$ cat src/rtl/spilling_pkg.sv
// Shared definitions for the Spilling round sequencer: state codes and
// elaboration-time width helpers used by the control unit and its timer.
package spilling_pkg;

  typedef enum logic [3:0] {
    S_IDLE    = 4'h0,
    S_RESET   = 4'h1,
    S_MEDIR   = 4'h2,
    S_ESP_MED = 4'h3,
    S_ESP_SEG = 4'h4,
    S_MOVE    = 4'h5,
    S_ENVIA   = 4'h6,
    S_ESP_TX  = 4'h7,
    S_PROX    = 4'h8,
    S_FINAL   = 4'h9,
    S_ERRO    = 4'hE
  } estado_t;

  localparam logic [3:0] DB_INVALIDO = 4'hF;

  function automatic int unsigned clog2(input int unsigned v);
    int unsigned r;
    r = 0;
    for (int unsigned i = 0; i < 32; i++) begin
      if ((64'd1 << i) < 64'(v)) r = i + 1;
    end
    return r;
  endfunction

  function automatic int unsigned max_u(input int unsigned a, input int unsigned b);
    return (a > b) ? a : b;
  endfunction

  // Index buses keep at least one bit even when only one item exists.
  function automatic int unsigned idx_width(input int unsigned n);
    return max_u(1, clog2(n));
  endfunction

endpackage

$ cat src/rtl/spilling_timer.sv
// Wait-state cycle counter with terminal-count flags for the settle,
// measurement-timeout and TX-timeout intervals.
module spilling_timer
  import spilling_pkg::*;
#(
  parameter int unsigned T_SEG = 50_000_000,
  parameter int unsigned T_MED = 1_500_000,
  parameter int unsigned T_TX  = 100_000
) (
  input  logic clock,
  input  logic reset,
  input  logic limpa,
  input  logic conta,
  output logic fim_seg,
  output logic fim_med,
  output logic fim_tx
);

  localparam int unsigned T_MAX = max_u(T_SEG, max_u(T_MED, T_TX));
  localparam int unsigned TW    = max_u(1, clog2(T_MAX));

  logic [TW-1:0] timer;

  always_ff @(posedge clock or posedge reset) begin
    if (reset) begin
      timer <= '0;
    end else if (limpa) begin
      timer <= '0;
    end else if (conta) begin
      timer <= timer + 1'b1;
    end
  end

  assign fim_seg = (timer == TW'(T_SEG - 1));
  assign fim_med = (timer == TW'(T_MED - 1));
  assign fim_tx  = (timer == TW'(T_TX - 1));

endmodule

$ cat src/rtl/spilling_scan_uc.sv
// Spilling game control unit: sequences reset, per-sensor measurement,
// settle wait, disc load and per-sensor/per-byte serial transmission.
module spilling_scan_uc
  import spilling_pkg::*;
#(
  parameter int unsigned N_SENSORES = 3,
  parameter int unsigned N_BYTES    = 4,
  parameter int unsigned T_SEG      = 50_000_000,
  parameter int unsigned T_MED      = 1_500_000,
  parameter int unsigned T_TX       = 100_000
) (
  input  logic                                clock,
  input  logic                                reset,
  input  logic                                jogar,
  input  logic                                continuo,
  input  logic                                pronto_medida,
  input  logic                                pronto_serial,
  output logic                                zera,
  output logic                                medir,
  output logic                                carrega_disc,
  output logic                                partida_tx,
  output logic [idx_width(N_SENSORES)-1:0]    sel_sensor,
  output logic [idx_width(N_BYTES)-1:0]       sel_byte,
  output logic                                pronto,
  output logic                                erro,
  output logic [3:0]                          db_estado
);

  localparam int unsigned SW = idx_width(N_SENSORES);
  localparam int unsigned BW = idx_width(N_BYTES);
  localparam logic [SW-1:0] ULT_SENSOR = SW'(N_SENSORES - 1);
  localparam logic [BW-1:0] ULT_BYTE   = BW'(N_BYTES - 1);

  estado_t       estado_q, estado_d;
  logic [SW-1:0] sensor_q, sensor_d;
  logic [BW-1:0] byte_q, byte_d;
  logic          timer_limpa, timer_conta;
  logic          fim_seg, fim_med, fim_tx;

  spilling_timer #(
    .T_SEG (T_SEG),
    .T_MED (T_MED),
    .T_TX  (T_TX)
  ) u_timer (
    .clock   (clock),
    .reset   (reset),
    .limpa   (timer_limpa),
    .conta   (timer_conta),
    .fim_seg (fim_seg),
    .fim_med (fim_med),
    .fim_tx  (fim_tx)
  );

  always_ff @(posedge clock or posedge reset) begin
    if (reset) begin
      estado_q <= S_IDLE;
      sensor_q <= '0;
      byte_q   <= '0;
    end else begin
      estado_q <= estado_d;
      sensor_q <= sensor_d;
      byte_q   <= byte_d;
    end
  end

  always_comb begin
    estado_d     = estado_q;
    sensor_d     = sensor_q;
    byte_d       = byte_q;
    zera         = 1'b0;
    medir        = 1'b0;
    carrega_disc = 1'b0;
    partida_tx   = 1'b0;
    pronto       = 1'b0;
    erro         = 1'b0;
    timer_conta  = 1'b0;

    case (estado_q)
      S_IDLE: begin
        if (jogar) estado_d = S_RESET;
      end
      S_RESET: begin
        zera     = 1'b1;
        sensor_d = '0;
        byte_d   = '0;
        estado_d = S_MEDIR;
      end
      S_MEDIR: begin
        medir    = 1'b1;
        estado_d = S_ESP_MED;
      end
      S_ESP_MED: begin
        timer_conta = 1'b1;
        // A completion arriving on the last allowed cycle beats the timeout.
        if (pronto_medida) begin
          if (sensor_q == ULT_SENSOR) begin
            sensor_d = '0;
            estado_d = S_ESP_SEG;
          end else begin
            sensor_d = sensor_q + 1'b1;
            estado_d = S_MEDIR;
          end
        end else if (fim_med) begin
          estado_d = S_ERRO;
        end
      end
      S_ESP_SEG: begin
        timer_conta = 1'b1;
        if (fim_seg) estado_d = S_MOVE;
      end
      S_MOVE: begin
        carrega_disc = 1'b1;
        estado_d     = S_ENVIA;
      end
      S_ENVIA: begin
        partida_tx = 1'b1;
        estado_d   = S_ESP_TX;
      end
      S_ESP_TX: begin
        timer_conta = 1'b1;
        if (pronto_serial) begin
          estado_d = S_PROX;
        end else if (fim_tx) begin
          estado_d = S_ERRO;
        end
      end
      S_PROX: begin
        if (byte_q != ULT_BYTE) begin
          byte_d   = byte_q + 1'b1;
          estado_d = S_ENVIA;
        end else begin
          byte_d = '0;
          if (sensor_q != ULT_SENSOR) begin
            sensor_d = sensor_q + 1'b1;
            estado_d = S_ENVIA;
          end else begin
            estado_d = S_FINAL;
          end
        end
      end
      S_FINAL: begin
        pronto   = 1'b1;
        sensor_d = '0;
        byte_d   = '0;
        estado_d = continuo ? S_RESET : S_IDLE;
      end
      S_ERRO: begin
        erro = 1'b1;
        if (jogar) estado_d = S_RESET;
      end
      default: begin
        estado_d = S_IDLE;
      end
    endcase

    // Any state change restarts the interval count from zero.
    timer_limpa = (estado_d != estado_q);
  end

  always_comb begin
    case (estado_q)
      S_IDLE, S_RESET, S_MEDIR, S_ESP_MED, S_ESP_SEG, S_MOVE,
      S_ENVIA, S_ESP_TX, S_PROX, S_FINAL, S_ERRO: db_estado = estado_q;
      default:                                     db_estado = DB_INVALIDO;
    endcase
  end

  assign sel_sensor = sensor_q;
  assign sel_byte   = byte_q;

endmodule

$ cat config.mk
export PLATFORM = sky130hd
export DESIGN_NAME = spilling_scan_uc
export DESIGN_NICKNAME = d
export VERILOG_FILES = /design/src/rtl/spilling_pkg.sv /design/src/rtl/spilling_timer.sv /design/src/rtl/spilling_scan_uc.sv
export SDC_FILE = /design/constraint.sdc
export NUM_CORES = 1
export LEC_CHECK = 0
export BUFFER_PORTS_ARGS = -buffer_cell sky130_fd_sc_hd__buf_2
export CORE_MARGIN = 2
export CORE_UTILIZATION = 45
export CTS_CLUSTER_DIAMETER = 100
export DETAILED_ROUTE_END_ITERATION = 7
export GPL_ROUTABILITY_DRIVEN = 0
export GPL_TIMING_DRIVEN = 0
export MAX_ROUTING_LAYER = met4
export PLACE_DENSITY_LB_ADDON = 0.08
export SLEW_MARGIN = 30
export SYNTH_ARGS = -nofsm -noshare
export SYNTH_HDL_FRONTEND = slang
export SYNTH_SLANG_ARGS = --single-unit
export TNS_END_PERCENT = 20
$ cat constraint.sdc
create_clock -name clock -period 3.5 [get_ports clock]
set_clock_uncertainty 0.15 [all_clocks]
set_input_delay 0.7 -clock clock [delete_from_list [all_inputs] [get_ports clock]]
set_output_delay 0.7 -clock clock [all_outputs]
set_load 0.1 [all_outputs]
==> run summary, run 1 <==
Util after Layout -> 51.8%
FFs w/ async S/R, synth -> 100%
CTS tree -> done
Antenna cells -> 0
Area of the multi-input gates -> 0.00136 mm²
Mapped Avg Cell Area -> 9.38 µm²
Finished Layout Cells -> 343
First-pass GRT wire length -> 8.63 mm
Synth Instances -> 247
Synth cell types -> 52
H-Tree Depth -> 2
Top-Level Pins -> 20
Initial antenna violation count -> 0
Dpl cell area -> 0.00250 mm²
Final Slew Violations -> 0
Largest net degree at the start of global routing -> 35
WL met3 -> 174 µm
Final period utilization -> 84.5%
CTS clock-pin slew for the worst setup and hold paths -> 70 ps
DRC errors left -> 0
Final net count -> 284
Setup CP Type -> flip-flop to flip-flop
Final setup viols -> 0
Die Wd -> 75.8 µm
Synth area leader -> dfrtp_1
Highest Signal Layer -> met4
Hold Crit Class -> input port to asynchronous set/reset pin
Synth cell count leaders -> dfrtp_1 (34), nor3_2 (21), nand2_1 (17), nor2_1 (17), xnor2_1 (17)
Inserted Clock Buffers -> 5
Mapped Nets -> 258
Die height -> 75.8 µm
Pleak -> 1.06 nW
Power Density -> 748 mW/mm²
Setup repair bufs after CTS -> 0
Core area -> 0.00504 mm²
Req. time, crit path -> 3510 ps
Reg-to-reg slack, setup -> 540 ps
Die ar. -> 0.00574 mm²
Placed Cells -> 336
Synth Cell Area -> 0.00232 mm²
Clock root buffer -> clkbuf_8
Crit path time final -> 2960 ps
Top_reg_cell synth -> dfrtp_1
Via count -> 1899
Final wirelength -> 5.25 mm
Post-route cell area -> 0.00261 mm²
Worst slew pin tran -> 709 ps
Proportion of layout cells with a drive suffix above 1 -> 23.1%
Worst skew pair latency -> 290 ps
Drt wl/cell -> 15.3 µm
Rel. slew slack -> 52.7%
Post-DP HPWL -> 3.81 mm
Std cell rows -> 26
Final Hold Fails -> 0
All-Layer GR Usage -> 20.8%
Syn. warnings -> 0
Yosys reg bits -> 34
CTS Sinks -> 34
Register area -> 851 µm²
Peak VDD IR -> 0.000484 V
CP max FO -> 10
Max Buffers Root-to-Sink -> 2
Critical path capture point type -> flip-flop
CP Data Arrival Time -> 2970 ps
Total grt overflow -> 0
Register area share after synthesis -> 36.7%
Metal2 WL -> 2.48 mm
Post-synth top area share -> 36.7%
Critical R2R Capture -> u_timer.timer[10]
Final ANT Viol Nets -> 0
DR pass1 iterations -> 4
Max Freq -> 338 MHz
Setup TNS -> 0 ps
1st-iter DRT viols -> 133
Number of flops mapped to enable cells by yosys -> 0
FF-to-FF Start -> u_timer.timer[0]
Fin Hold WS -> 373 ps
Vias per cell -> 5.54
IO Port Bufs -> 19
Initial Utilization -> 46.0%
Layout fillers -> 483
DRT met1 WL -> 2.53 mm
Post_cts resized -> 0
Syn-to-layout area delta -> 12.7%
R2R cell count -> 8
Top-count cell post-synth -> dfrtp_1
Ranking of synthesized cells by area -> dfrtp_1 (37%), nor3_2 (9.1%), xnor2_1 (6.4%)
Outcome -> complete, no violations
CTS Hold Bufs -> 0
RSZ-0062 raised after global routing -> false
Maxcap violations -> 0
CP Launch Type -> flip-flop
Vias in the first global route -> 1709
==> kinds of logic (layout without fill, tap and decap cells) <==
family	after synthesis	after routing	synth area share, %
AOI/OAI and AO/OA	27	27	9.02
muxes	1	1	0.432
and+or+nand+nor	131	131	36.8
buffers and inverters	23	49	4.48
xor gates and xnor gates	26	26	9.83
DFF	34	34	36.7
adders and majority gates	5	5	2.70
==> cell usage in the layout, fill, tap and decap left out, drive strengths merged, types with 6 or more instances in the layout <==
master,count
dfrtp,34
nand3,8
nand2b,6
clkbuf,15
xor2,9
nand4,12
nor4,9
buf,24
nor3,35
nor2,18
nand2,17
inv,9
xnor2,17
==> flip-flops by register name, summed over array words and instances, names as in the netlist <==
signal,flops
u_timer.timer,26
sel_byte,2
sel_sensor,2
estado_q,4
==> metal layers <==
layer | vias up | track usage [%]
li1 | 953 | -
met1 | 904 | 27.6
met2 | 34 | 32.1
met3 | 8 | 4.37
met4 | 0 | 6.24
met5 | - | -
==> critical path, cell delays in order (launching register included) <==
cell	delay, ps
dfrtp_1	410
ha_1	250
nand4_2	240
or4_1	640
nor3_2	260
a311oi_1	90
nor2_2	330
buf_2	380
nor3_2	80
==> stage by stage <==
step	total power, mW	setup WS (ps)
after global routing	2.07	371
after detailed placement	1.60	567
final	1.95	542
after floorplan	1.41	-220
after global placement	1.60	576
after CTS	1.97	544
==> power breakdown <==
part	switching [mW]	leakage (nW)	internal [mW]
clock	0.139	0.0573	0.228
combinational	0.853	0.544	0.252
sequential	0.0393	0.459	0.442
==> how the worst max path moves through the flow <==
stage / from / end / slack [ps] / cells past startpoint
2_1_floorplan: estado_q[3] / medir / -220 / 3
3_3_place_gp: u_timer.timer[0] / u_timer.timer[19] / 580 / 8
3_5_place_dp: u_timer.timer[0] / u_timer.timer[10] / 570 / 8
4_1_cts: u_timer.timer[0] / u_timer.timer[10] / 540 / 8
5_1_grt: u_timer.timer[0] / u_timer.timer[19] / 370 / 8
6_report: u_timer.timer[0] / u_timer.timer[10] / 540 / 8
==> cell type report <==
cell class / count / area share [%]
flip-flops and latches: 34 / 32.6
repair buffers: 19 / 3.64
plain buffers: 14 / 2.68
clock inverters: 1 / 1.15
well taps: 70 / 3.35
clock buffers: 6 / 3.16
multi-input cells: 190 / 52.2
inverters: 9 / 1.29
Power figures use the tool's default switching activity.
==> run 2: changes to the inputs <==
==> constraint.sdc (replaced) <==
create_clock -name clock -period 2.7 [get_ports clock]
set_clock_uncertainty 0.15 [all_clocks]
set_input_delay 0.54 -clock clock [delete_from_list [all_inputs] [get_ports clock]]
set_output_delay 0.54 -clock clock [all_outputs]
set_load 0.1 [all_outputs]
==> run summary, run 2 (synthesis results as in run 1) <==
Outcome -> complete, no violations
RSZ-0062 raised after global routing -> true
Maxcap violations -> 0
Antenna cells -> 0
CTS clock-pin slew for the worst setup and hold paths -> 70 ps
Largest net degree at the start of global routing -> 35
Initial antenna violation count -> 0
Finished Layout Cells -> 354
Most flop-heavy register -> u_timer.timer
Initial Utilization -> 46.0%
Peak VDD IR -> 0.000575 V
Clk network pwr share -> 14.6%
Die Wd -> 75.8 µm
Post-route cell area -> 0.00281 mm²
Combinational share of power -> 62.0%
First-pass GRT wire length -> 9.11 mm
Dpl cell area -> 0.00252 mm²
Std cell rows -> 26
All-Layer GR Usage -> 21.6%
Vias in the first global route -> 1884
CTS tree -> done
Max Freq -> 388 MHz
DR pass1 iterations -> 4
Via count -> 1963
Fin Hold WS -> 207 ps
Commonest non-fill, non-tap cell in the layout -> dfrtp_1
CP startpoint -> u_timer.timer[7]
Crit path time final -> 2580 ps
Die height -> 75.8 µm
FF-to-FF Start -> u_timer.timer[7]
CP Data Arrival Time -> 2610 ps
CP max FO -> 10
Largest register FFs -> 26
P_sw -> 1.43 mW
Total grt overflow -> 0
Final setup viols -> 0
Power Density -> 974 mW/mm²
Proportion of layout cells with a drive suffix above 1 -> 31.7%
Crit-path slowest cell -> or4_1
Top-Level Pins -> 20
CP Launch Type -> flip-flop
Most frequent cells in the layout -> dfrtp_1 (32), nor3_2 (24), buf_2 (19)
Post-DP HPWL -> 3.80 mm
1st-iter DRT viols -> 71
Worst skew pair latency -> 290 ps
Top flop regs -> u_timer.timer: 26 flops, estado_q: 4 flops
Sw Share -> 52.2%
Inserted Clock Buffers -> 5
Pleak -> 1.15 nW
Die ar. -> 0.00574 mm²
Worst slew pin tran -> 706 ps
Req. time, crit path -> 2730 ps
Clock root buffer -> clkbuf_8
Drt wl/cell -> 15.3 µm
Max Buffers Root-to-Sink -> 2
Core area -> 0.00504 mm²
Final wirelength -> 5.43 mm
Final ANT Viol Nets -> 0
Setup CP Type -> flip-flop to flip-flop
Final Slew Violations -> 0
Total Power -> 2.74 mW
CTS Sinks -> 34
CTS Hold Bufs -> 0
Setup TNS -> 0 ps
Sequential Power Share -> 23.4%
Final net count -> 294
Final period utilization -> 95.6%
Max incr delay on CP -> 590 ps
Placed Cells -> 336
Hold Crit Class -> input port to asynchronous set/reset pin
Crit path cell chain -> or3b_1, or4_1, o21bai_2, nand4_4, o211ai_4, buf_12, buf_8, nor3_2
Int Pwr -> 1.31 mW
IO Port Bufs -> 19
Critical path capture point type -> flip-flop
DRC errors left -> 0
H-Tree Depth -> 2
Syn-to-layout area delta -> 21.4%
Rel. slew slack -> 52.8%
Vias per cell -> 5.55
Final Hold Fails -> 0
-- run 2: changes by cell type in the layout (fill, tap and decap cells not counted), sizes merged --
cell / delta
clkinvlp: +1
clkbuf: +1
clkinv: +1
bufinv: -1
buf: +9
-- run 2: per-layer routing --
metal,vias to the layer above,GRT usage (%),part of all wire [%]
met2,35,34.3,49
met1,948,27.2,46
li1,972,-,-
met3,8,4.37,2.9
met5,-,-,0
met4,0,7.80,1.6
-- run 2: cell type report --
class	instances	area, µm²
Inverter	9	33.8
Sequential cell	34	853
Fill cell	474	2230
Clock buffer	6	82.6
Multi-Input combinational cell	190	1450
Buffer	13	90.1
Tap cell	70	87.6
Clock inverter	2	12.5
Timing Repair Buffer	30	208
-- run 2: power groups by stage --
stage / clock (mW) / combinational [mW] / sequential, mW
after floorplan: 0 / 0.995 / 0.839
after global placement: 0 / 1.45 / 0.634
after detailed placement: 0 / 1.46 / 0.634
after CTS: 0.408 / 1.55 / 0.624
after global routing: 0.427 / 1.82 / 0.652
final: 0.399 / 1.70 / 0.642
-- run 2: path summary, 6_finish.rpt --
kind	end	slack, ps	cells after the start
setup / recovery	u_timer.timer[0]	120	8
hold / removal	u_timer.timer[2]	210	2
setup reg to reg	u_timer.timer[0]	120	8
hold reg to reg	sel_byte[0]	420	1
max in group asynchronous	u_timer.timer[0]	1690	2
min in group clock	estado_q[0]	380	3
-- run 2: metrics by stage --
step	utilization, %	setup slack, ps
2_1_floorplan	-	-64.3
3_3_place_gp	49.9	-254
3_5_place_dp	49.9	-277
4_1_cts	53.1	-14.0
5_1_grt	55.8	-47.6
6_report	55.8	119
-- run 2: worst max-delay path, delay by kind of cell (launching register included) --
kind | cells | cell delay (ps)
buf+inv | 2 | 310
flops | 1 | 450
compound gates | 2 | 430
simple gates | 4 | 1140
-- run 2: repair_timing --
action,in CTS,in global routing
setup endpoints to repair,28,28
cloned,0,1
resized for setup,7,15
setup buffers,5,5
pin swaps,2,4
